### config.mk
export PLATFORM = sky130hd
export DESIGN_NAME = register_scoreboard_flat
export DESIGN_NICKNAME = d
export VERILOG_FILES = /design/src/rtl/register_scoreboard_pkg.sv /design/src/rtl/register_scoreboard_if.sv /design/src/rtl/register_scoreboard_write_port_slots.sv /design/src/rtl/register_scoreboard.sv /design/src/flat_wrapper.sv
export SDC_FILE = /design/constraint.sdc
export NUM_CORES = 1
export LEC_CHECK = 0
export BUFFER_PORTS_ARGS = -buffer_cell sky130_fd_sc_hd__buf_2
export CORE_UTILIZATION = 55
export DETAILED_ROUTE_END_ITERATION = 12
export PLACE_DENSITY_LB_ADDON = 0.12
export RECOVER_POWER = 50
export REMOVE_ABC_BUFFERS = 1
export SLEW_MARGIN = 20
export SYNTH_ARGS = -nofsm -noshare
export SYNTH_HDL_FRONTEND = slang
export SYNTH_SLANG_ARGS = --single-unit
### constraint.sdc
create_clock -name clk -period 5.3 [get_ports clk]
set_input_delay 0.795 -clock clk [delete_from_list [all_inputs] [get_ports clk]]
set_output_delay 0.795 -clock clk [all_outputs]
set_load 0.1 [all_outputs]
### src/rtl/register_scoreboard_pkg.sv
// Shared encodings and sizing constants for the register scoreboard.
// Optional statistics counters are enabled with SCOREBOARD_STATS_EN.
package register_scoreboard_pkg;

  localparam int MAX_LAT_DEF = 7;
  localparam int CNT_W       = $clog2(MAX_LAT_DEF + 1);
  localparam int NUM_UNITS   = 4;
  localparam int NUM_REGS    = 32;

  typedef enum logic [1:0] {
    UNIT_MISC = 2'd0,
    UNIT_ALU  = 2'd1,
    UNIT_MEM  = 2'd2,
    UNIT_FPU  = 2'd3
  } unit_e;

endpackage

### src/rtl/register_scoreboard_if.sv
// Decode-to-scoreboard issue interface: decoded operands in, accept/stall and
// per-register busy vectors out.
interface register_scoreboard_if;

  logic                          issue_valid;
  logic                          issue_ready;
  logic [4:0]                    src1_addr;
  logic                          src1_float;
  logic                          src1_used;
  logic [4:0]                    src2_addr;
  logic                          src2_float;
  logic                          src2_used;
  logic [4:0]                    dst_addr;
  logic                          dst_float;
  logic                          dst_used;
  register_scoreboard_pkg::unit_e dst_unit;
  logic [2:0]                    dst_latency;
  logic                          stall;
  logic [31:0]                   busy_int;
  logic [31:0]                   busy_float;

  modport master (
    output issue_valid, src1_addr, src1_float, src1_used,
           src2_addr, src2_float, src2_used,
           dst_addr, dst_float, dst_used, dst_unit, dst_latency,
    input  issue_ready, stall, busy_int, busy_float
  );

  modport slave (
    input  issue_valid, src1_addr, src1_float, src1_used,
           src2_addr, src2_float, src2_used,
           dst_addr, dst_float, dst_used, dst_unit, dst_latency,
    output issue_ready, stall, busy_int, busy_float
  );

endinterface

### src/rtl/register_scoreboard_write_port_slots.sv
// Per-unit write-port reservation vector. Bit k of the shifted view means the
// port is busy k+1 cycles after the current one.
module write_port_slots
  import register_scoreboard_pkg::*;
#(
  parameter int MAX_LAT = MAX_LAT_DEF
) (
  input  logic                             clk,
  input  logic                             rst_n,
  input  logic                             reserve,
  input  logic [$clog2(MAX_LAT + 1)-1:0]   lat,
  output logic                             busy
);

  localparam int CW = $clog2(MAX_LAT + 1);

  logic [MAX_LAT-1:0] slots;
  logic [MAX_LAT-1:0] shifted;
  logic [MAX_LAT-1:0] sel;

  // Check and reservation both use the post-shift view so they line up with
  // the cycle the new result will actually occupy the port.
  always_comb begin
    shifted = slots >> 1;
    sel     = MAX_LAT'(1) << (lat - CW'(1));
    busy    = |(shifted & sel);
  end

  always_ff @(posedge clk or negedge rst_n) begin
    if (!rst_n) begin
      slots <= '0;
    end else begin
      slots <= shifted | (reserve ? sel : '0);
    end
  end

endmodule

### src/rtl/register_scoreboard.sv
// Decode-stage RAW/WAW/write-port hazard tracker for the int and float files.
// Define SCOREBOARD_STATS_EN to add saturating per-cause stall counters.
module register_scoreboard
  import register_scoreboard_pkg::*;
#(
  parameter int MAX_LAT = MAX_LAT_DEF
) (
  input  logic                  clk,
  input  logic                  rst_n,
  register_scoreboard_if.slave  sb
`ifdef SCOREBOARD_STATS_EN
  ,
  output logic [31:0]           raw_stall_count,
  output logic [31:0]           waw_stall_count,
  output logic [31:0]           port_stall_count
`endif
);

  localparam int CW = $clog2(MAX_LAT + 1);

  function automatic logic [CW-1:0] sat_latency(input logic [2:0] l);
    if (l == 3'd0)        return CW'(1);
    if (int'(l) > MAX_LAT) return CW'(MAX_LAT);
    return CW'(l);
  endfunction

  function automatic logic is_int_zero(input logic is_float, input logic [4:0] addr);
    return !is_float && (addr == 5'd0);
  endfunction

  function automatic logic [31:0] sat_inc(input logic [31:0] v);
    return (v == '1) ? v : v + 32'd1;
  endfunction

  logic [CW-1:0]        cnt_int   [NUM_REGS];
  logic [CW-1:0]        cnt_float [NUM_REGS];
  logic [CW-1:0]        lat;
  logic [CW-1:0]        s1_cnt, s2_cnt, d_cnt;
  logic                 raw_hz, waw_hz, port_hz, hazard;
  logic                 accept, wr_en;
  logic [NUM_UNITS-1:0] port_busy;
  logic [31:0]          busy_int_w, busy_float_w;

  always_comb begin
    lat     = sat_latency(sb.dst_latency);
    s1_cnt  = sb.src1_float ? cnt_float[sb.src1_addr] : cnt_int[sb.src1_addr];
    s2_cnt  = sb.src2_float ? cnt_float[sb.src2_addr] : cnt_int[sb.src2_addr];
    d_cnt   = sb.dst_float  ? cnt_float[sb.dst_addr]  : cnt_int[sb.dst_addr];
    // cnt == 1 is covered by forwarding, so only counts above 1 block a read.
    raw_hz  = (sb.src1_used && !is_int_zero(sb.src1_float, sb.src1_addr) && (s1_cnt > CW'(1)))
           || (sb.src2_used && !is_int_zero(sb.src2_float, sb.src2_addr) && (s2_cnt > CW'(1)));
    waw_hz  = sb.dst_used && !is_int_zero(sb.dst_float, sb.dst_addr)
           && (d_cnt != '0) && (d_cnt >= lat);
    port_hz = sb.dst_used && port_busy[sb.dst_unit];
    hazard  = raw_hz || waw_hz || port_hz;
    accept  = sb.issue_valid && !hazard;
    wr_en   = accept && sb.dst_used;
  end

  assign sb.issue_ready = accept;
  assign sb.stall       = sb.issue_valid && hazard;
  assign sb.busy_int    = busy_int_w;
  assign sb.busy_float  = busy_float_w;

  for (genvar u = 0; u < NUM_UNITS; u++) begin : g_port
    write_port_slots #(.MAX_LAT(MAX_LAT)) u_slots (
      .clk     (clk),
      .rst_n   (rst_n),
      .reserve (wr_en && (sb.dst_unit == unit_e'(u))),
      .lat     (lat),
      .busy    (port_busy[u])
    );
  end

  // A new reservation overrides the decrement of the same register.
  always_ff @(posedge clk or negedge rst_n) begin
    if (!rst_n) begin
      for (int i = 0; i < NUM_REGS; i++) begin
        cnt_int[i]   <= '0;
        cnt_float[i] <= '0;
      end
    end else begin
      for (int i = 0; i < NUM_REGS; i++) begin
        if (wr_en && !sb.dst_float && (sb.dst_addr == 5'(i)) && (i != 0))
          cnt_int[i] <= lat;
        else if (cnt_int[i] != '0)
          cnt_int[i] <= cnt_int[i] - CW'(1);

        if (wr_en && sb.dst_float && (sb.dst_addr == 5'(i)))
          cnt_float[i] <= lat;
        else if (cnt_float[i] != '0)
          cnt_float[i] <= cnt_float[i] - CW'(1);
      end
    end
  end

  always_comb begin
    busy_int_w   = '0;
    busy_float_w = '0;
    for (int i = 0; i < NUM_REGS; i++) begin
      busy_int_w[i]   = (cnt_int[i] != '0);
      busy_float_w[i] = (cnt_float[i] != '0);
    end
  end

`ifdef SCOREBOARD_STATS_EN
  always_ff @(posedge clk or negedge rst_n) begin
    if (!rst_n) begin
      raw_stall_count  <= '0;
      waw_stall_count  <= '0;
      port_stall_count <= '0;
    end else if (sb.issue_valid && hazard) begin
      if (raw_hz)  raw_stall_count  <= sat_inc(raw_stall_count);
      if (waw_hz)  waw_stall_count  <= sat_inc(waw_stall_count);
      if (port_hz) port_stall_count <= sat_inc(port_stall_count);
    end
  end
`endif

endmodule

### src/flat_wrapper.sv
// flat-port wrapper written by rule: the top's interface ports become plain ports
module register_scoreboard_flat import register_scoreboard_pkg::*;
#(
  parameter int MAX_LAT = MAX_LAT_DEF
)
  (clk, rst_n, sb_issue_valid, sb_src1_addr, sb_src1_float, sb_src1_used, sb_src2_addr, sb_src2_float, sb_src2_used, sb_dst_addr, sb_dst_float, sb_dst_used, sb_dst_unit, sb_dst_latency, sb_issue_ready, sb_stall, sb_busy_int, sb_busy_float);
  register_scoreboard_if sb_i ();
  input  logic clk;
  input  logic rst_n;
  input wire logic [$bits(sb_i.issue_valid)-1:0] sb_issue_valid;
  input wire logic [$bits(sb_i.src1_addr)-1:0] sb_src1_addr;
  input wire logic [$bits(sb_i.src1_float)-1:0] sb_src1_float;
  input wire logic [$bits(sb_i.src1_used)-1:0] sb_src1_used;
  input wire logic [$bits(sb_i.src2_addr)-1:0] sb_src2_addr;
  input wire logic [$bits(sb_i.src2_float)-1:0] sb_src2_float;
  input wire logic [$bits(sb_i.src2_used)-1:0] sb_src2_used;
  input wire logic [$bits(sb_i.dst_addr)-1:0] sb_dst_addr;
  input wire logic [$bits(sb_i.dst_float)-1:0] sb_dst_float;
  input wire logic [$bits(sb_i.dst_used)-1:0] sb_dst_used;
  input wire logic [$bits(sb_i.dst_unit)-1:0] sb_dst_unit;
  input wire logic [$bits(sb_i.dst_latency)-1:0] sb_dst_latency;
  output wire logic [$bits(sb_i.issue_ready)-1:0] sb_issue_ready;
  output wire logic [$bits(sb_i.stall)-1:0] sb_stall;
  output wire logic [$bits(sb_i.busy_int)-1:0] sb_busy_int;
  output wire logic [$bits(sb_i.busy_float)-1:0] sb_busy_float;
  assign sb_i.issue_valid = sb_issue_valid;
  assign sb_i.src1_addr = sb_src1_addr;
  assign sb_i.src1_float = sb_src1_float;
  assign sb_i.src1_used = sb_src1_used;
  assign sb_i.src2_addr = sb_src2_addr;
  assign sb_i.src2_float = sb_src2_float;
  assign sb_i.src2_used = sb_src2_used;
  assign sb_i.dst_addr = sb_dst_addr;
  assign sb_i.dst_float = sb_dst_float;
  assign sb_i.dst_used = sb_dst_used;
  assign sb_i.dst_unit = sb_dst_unit;
  assign sb_i.dst_latency = sb_dst_latency;
  assign sb_issue_ready = sb_i.issue_ready;
  assign sb_stall = sb_i.stall;
  assign sb_busy_int = sb_i.busy_int;
  assign sb_busy_float = sb_i.busy_float;
  register_scoreboard #(.MAX_LAT(MAX_LAT)) u_core (.clk(clk), .rst_n(rst_n), .sb(sb_i));
endmodule
==> results.tsv, run 1 <==
metric	value	unit
Cells after DPL	2090	
layout cell share with drive strength beyond 1	15.81	%
I/O Buffers	94	
Area contributors post-synth	dfrtp_1 32%, mux2i_1 17%, ha_1 9.8%	
Core Rows	63	
critical path arrival	4.37	ns
fin cells	2138	
fin crit share	97.54	%
CTS Root Cell	clkbuf_16	
syn_area_per_cell	10.13	µm²
Slew headroom	-101.1	%
core area	29800	µm²
post-CTS setup buffer count	0	
overall global routing resource usage	33.62	%
CP cell instances	clkbuf_4, buf_4, mux4_2, a22oi_1, a21boi_0, or4_1, ha_1, nor2b_1, o211ai_1, nand2b_1, o21ai_0, nor2_2, and2_1, buf_12	
VDD IR max	0.4278	mV
Post-Route Utilization	62.14	%
CP Capture Type	primary output	
largest area contributor in the netlist	dfrtp_1	
Setup WS pre-CTS	0.09608	ns
Power Total	12.03	mW
RSZ-0062 raised after global routing	false	
WHS Endpoint	u_core.g_port[1].u_slots.slots[3]	
Nets	1889	
CP Class	input pin to primary output	
fraction of registers with async set/reset	100.0	%
Max-Cap Viols	1	
IO Pins	95	
Pleak	9.284	nW
Mapped Area	16730	µm²
Slew Viols, Final	117	
DIE WIDTH	176.4	µm
P&R area growth vs syn	10.70	%
Reg-to-Reg Start	u_core.cnt_float[1]	
Syn. warnings	0	
Clock Skew	0.007789	ns
list of most frequent post-synthesis cells	276 x mux2i_1, 216 x dfrtp_1, 146 x inv_1	
min Tclk post-route	5.170	ns
clk buf depth	3	
Final ANT Viol Nets	0	
CTS-repair resized insts	0	
Final setup viols	0	
cell area after layout	18520	µm²
first-pass GRT wire length	79160	µm
CP max stage delay	0.56	ns
number of enable flip-flop cells after synthesis	0	
Setup WS post-layout	0.1301	ns
reg2reg path depth	16	
Yosys reg bits	216	
clk sinks	216	
full die area	31110	µm²
Routed WL	51580	µm
placed wire-length estimate	37760	µm
Placed Area	17650	µm²
initial antenna violation count	2	
largest net degree at the start of global routing	117	
routed len/inst	24.13	µm
worst hold stages	1	
Hold-fix buffers, CTS	0	
grt total ovfl	0	
run status	finished, violations left	
Slowest-stage cell, CP	or4_1	
drt pass-1 iters	6	
CTS buffer count	25	
hold_sp	u_core.g_port[1].u_slots.slots[4]	
Die Span Y	176.4	µm
setup slack, reg-to-reg	1.15	ns
Critical Path Fanout Max	10	
delay-heaviest family, CP	simple AND/OR/NAND/NOR gates	
worst flop-to-flop path endpoint	u_core.cnt_float[84]	
Top FF cell, synth	dfrtp_1	
vias in the first global route	13265	
Post-Synthesis Cells	1651	
H-Tree Depth	1	
Starting Density	56.14	%
PwrDens	649.7	nW/µm²
pin slew with the least headroom to its limit	3.017	ns
via/cell ratio	6.313	
via count	13498	
sequential area share after synthesis	32.32	%
Starting DRT DRC Count	1279	
worst-skew pair later-pin latency	0.53	ns
Worst Hold Class	register to register	
Final Hold Fails	0	
GP Congestion	0.9669	
Startpoint Class	input pin	
synth unique cells	70	
violations in the final reports	capacitance limit, slew limit	
CTS tree	yes	
Clock transition at path regs	0.06	ns
DRC Markers	0	
Worst EP required	4.51	ns
f_max	193.4	MHz
top cell type's share of synthesized area	32.32	%
count leader, synth	mux2i_1	
worst path bufs/invs	3	
-- where the power goes --
group          total [mW]  switching, mW  internal [mW]
combinational        6.65           4.18           2.47
clock                1.77          0.711           1.05
sequential           3.62           1.15           2.46
-- registers in the layout, indices dropped and copies added (netlist names) --
register / count
u_core.cnt_float: 96
u_core.cnt_int: 96
u_core.g_port.u_slots.slots: 24
-- routing by layer --
layer  vias to the layer above  global-route usage (%)  wire [µm]
met5                         -                       0          0
met4                         0                   11.28       1714
met3                       117                   6.417       4437
met2                       584                   53.08      23630
met1                      6760                   46.30      21800
li1                       6037                       -          -
-- cell families after synthesis --
family	synth area share (%)
mux	24.33
buf+inv	6.224
compound gates	8.640
simple gates	15.34
flops	32.32
fa+ha+maj	9.800
xor+xnor	3.351
-- stage by stage --
step | TNS (ns) | hold slack, ns
floorplan | -44.65 | 0.4389
global placement | 0 | 0.4512
detailed placement | 0 | 0.4543
CTS | 0 | 0.3702
global route | 0 | 0.4777
finish | 0 | 0.4684
-- cell type report --
cell class                      count  area (µm²)
Inverter                          147       551.8
Tap cell                          390       488.0
Sequential cell                   216        5405
Fill cell                        2505       11280
Clock buffer                       35       733.2
Antenna cell                        2       5.005
Clock inverter                      9       97.59
Timing Repair Buffer              133       894.6
Multi-Input combinational cell   1206       10340
-- placed cells by master (no fill, tap or decap), types with 9 or more instances in the layout --
master	count
mux2i_1	276
dfrtp_1	216
inv_1	144
nor2_1	134
ha_1	131
nand2_1	93
o21ai_0	82
nand2b_1	71
xnor2_1	64
buf_2	59
mux4_2	54
nor3_1	39
nand4_1	39
clkbuf_1	32
buf_4	30
clkbuf_16	27
a21oi_1	26
nand4_4	20
a31o_2	19
a211oi_1	14
o211ai_1	12
a22oi_1	12
nor2b_1	9
-- how the worst max path moves through the flow --
stage	start	to	slack, ns	cells after the start
after global placement	sb_dst_addr[0]	sb_issue_ready	0.15	14
after floorplan	sb_dst_latency[2]	sb_issue_ready	-1.15	12
after global routing	sb_dst_addr[0]	sb_issue_ready	0.0007	17
after detailed placement	sb_dst_addr[0]	sb_issue_ready	0.1	14
final	sb_dst_addr[0]	sb_issue_ready	0.13	14
after CTS	sb_dst_addr[0]	sb_issue_ready	0.09	14
No activity file was read; power rests on OpenSTA's default activity.
==> inputs of run 2 (changes only) <==
- RECOVER_POWER: 50 -> 25
==> run 2 against run 1 <==
Effect of this change:
- the run still ends with capacitance limit, slew limit left
- highest routed layer unchanged
- register-to-register slack barely moved
- design area increased by 0.20%
- fmax grew 0.36%
- critical path depth unchanged
- worst setup slack improved by 0.018 ns
- utilization grew 0.12 points
- worst hold slack is essentially flat
- combinational power barely moved
- global-route usage is the same
==> results.tsv, run 2 (same netlist as run 1, synthesis figures left out) <==
metric	value	unit	change
f_max	194.1	MHz	was 193.4 MHz
via/cell ratio	6.334		was 6.313
core area	29800	µm²	unchanged
Starting DRT DRC Count	1279		unchanged
Final ANT Viol Nets	0		unchanged
violations in the final reports	capacitance limit, slew limit		unchanged
Die Span Y	176.4	µm	unchanged
Max-Cap Viols	1		unchanged
Clock Skew	0.007867	ns	was 0.007789 ns
min Tclk post-route	5.152	ns	was 5.170 ns
Pint	6.011	mW	was 5.983 mW
Final Hold Fails	0		unchanged
logic gate share of total power	55.4	%	was 55.3%
CTS Root Cell	clkbuf_16		unchanged
CP Class	input pin to primary output		unchanged
pin slew with the least headroom to its limit	2.986	ns	was 3.017 ns
Critical Path Fanout Max	10		unchanged
Flop pwr share	30.0	%	was 30.1%
biggest regs	u_core.cnt_float (96), u_core.cnt_int (96), u_core.g_port.u_slots.slots (24)		unchanged
P&R area growth vs syn	10.92	%	was 10.70%
critical path arrival	4.36	ns	was 4.37 ns
layout cell share with drive strength beyond 1	17.47	%	was 15.81%
initial antenna violation count	2		unchanged
IO Pins	95		unchanged
RSZ-0062 raised after global routing	false		unchanged
VDD IR max	0.4295	mV	was 0.4278 mV
P_sw	6.046	mW	was 6.047 mW
worst-skew pair later-pin latency	0.53	ns	about the same
most frequent cells in the layout	276 x mux2i_1, 216 x dfrtp_1, 144 x inv_1		unchanged
commonest non-fill, non-tap cell in the layout	mux2i_1		unchanged
Slew Viols, Final	117		unchanged
vias in the first global route	13265		unchanged
via count	13542		was 13498
grt total ovfl	0		unchanged
Cells after DPL	2090		unchanged
routed len/inst	24.14	µm	was 24.13 µm
PwrDens	649.9	nW/µm²	was 649.7 nW/µm²
Fillers	2491		was 2505
clk sinks	216		unchanged
clk buf depth	3		unchanged
Worst Hold Class	register to register		unchanged
Slew headroom	-99.07	%	was -101.1%
Hold-fix buffers, CTS	0		unchanged
I/O Buffers	94		unchanged
DIE WIDTH	176.4	µm	unchanged
GP Congestion	0.9669		unchanged
Clock power frac	14.6	%	was 14.7%
first-pass GRT wire length	79160	µm	unchanged
Power Total	12.06	mW	was 12.03 mW
H-Tree Depth	1		unchanged
Final setup viols	0		unchanged
DRC Markers	0		unchanged
overall global routing resource usage	33.62	%	unchanged
CP Capture Type	primary output		unchanged
CTS buffer count	25		unchanged
placed wire-length estimate	37760	µm	unchanged
Pleak	9.329	nW	was 9.284 nW
Clock transition at path regs	0.06	ns	about the same
CTS tree	yes		unchanged
run status	finished, violations left		unchanged
largest net degree at the start of global routing	117		unchanged
drt pass-1 iters	5		was 6
Core Rows	63		unchanged
fin cells	2138		unchanged
Worst EP required	4.51	ns	about the same
fin crit share	97.20	%	was 97.54%
Routed WL	51610	µm	was 51580 µm
Startpoint Class	input pin		unchanged
full die area	31110	µm²	unchanged
Nets	1889		unchanged
Switching Share	50.15	%	was 50.27%
Starting Density	56.14	%	unchanged
==> run 2: cell types whose count changed in the layout (fill, tap and decap cells not counted) <==
cell,previous run,this run
buf_2,59,88
clkbuf_1,32,3
==> run 2: metrics by stage <==
stage	setup TNS, ns	cell area [µm²]	utilization (%)	hold slack (ns)	worst slack (ns)
2_1_floorplan	-44.65	16240	-	0.4389	-1.150
3_3_place_gp	0	17650	59.25	0.4512	0.1529
3_5_place_dp	0	17650	59.25	0.4543	0.09608
4_1_cts	0	18490	62.04	0.3702	0.09173
5_1_grt	0	18550	62.26	0.4777	0.0007363
6_report	0	18550	62.27	0.4686	0.1485
==> run 2: cell type report <==
type / count / area (µm²) / share of cell area [%]
clock buffers: 35 / 733.2 / 3.952
well taps: 390 / 488.0 / 2.630
repair buffers: 133 / 930.9 / 5.018
diodes: 2 / 5.005 / 0.02698
inverters: 147 / 551.8 / 2.974
clock inverters: 9 / 97.59 / 0.5260
multi-input cells: 1206 / 10340 / 55.74
flip-flops and latches: 216 / 5405 / 29.13
==> run 2: worst max-delay path: stages <==
cell and delay, ns:
clkbuf_4 0.29, buf_4 0.23, mux4_2 0.51, a22oi_1 0.20, a21boi_0 0.14, or4_1 0.56, ha_1 0.31, nor2b_1 0.13
o211ai_1 0.26, nand2b_1 0.16, o21ai_0 0.16, nor2_2 0.22, and2_1 0.20, buf_12 0.18
==> run 2: final timing paths <==
kind	startpoint	to	slack (ns)	cells past startpoint
worst max register to register	u_core.cnt_float[1]	u_core.cnt_float[84]	1.15	16
worst min register to register	u_core.g_port[1].u_slots.slots[4]	u_core.g_port[1].u_slots.slots[3]	0.47	1
worst max-delay path	sb_dst_addr[0]	sb_issue_ready	0.15	14
max in group asynchronous	rst_n	u_core.cnt_int[28]	1.32	2
worst min-delay path	u_core.g_port[1].u_slots.slots[4]	u_core.g_port[1].u_slots.slots[3]	0.47	1
min in group asynchronous	rst_n	u_core.cnt_float[37]	1.15	1
==> run 2: power groups by stage <==
stage / logic [mW] / registers (mW) / clock network, mW
3_5_place_dp: 6.61 / 3.57 / 0
3_3_place_gp: 6.35 / 3.58 / 0
4_1_cts: 6.66 / 3.55 / 1.79
5_1_grt: 7.34 / 3.68 / 1.87
2_1_floorplan: 5.36 / 3.06 / 0
6_report: 6.67 / 3.62 / 1.76
==> run 2: repair_timing <==
action,4_1_cts,5_1_grt
setup buffers,0,0
setup endpoints to repair,0,2
gates resized for setup,0,8
==> run 2: per-layer routing <==
metal | routed length, µm | global-route usage [%] | vias to the layer above
li1 | - | - | 6035
met1 | 21760 | 46.30 | 6775
met2 | 23630 | 53.08 | 626
met3 | 4560 | 6.417 | 106
met4 | 1660 | 11.28 | 0
met5 | 0 | 0 | -
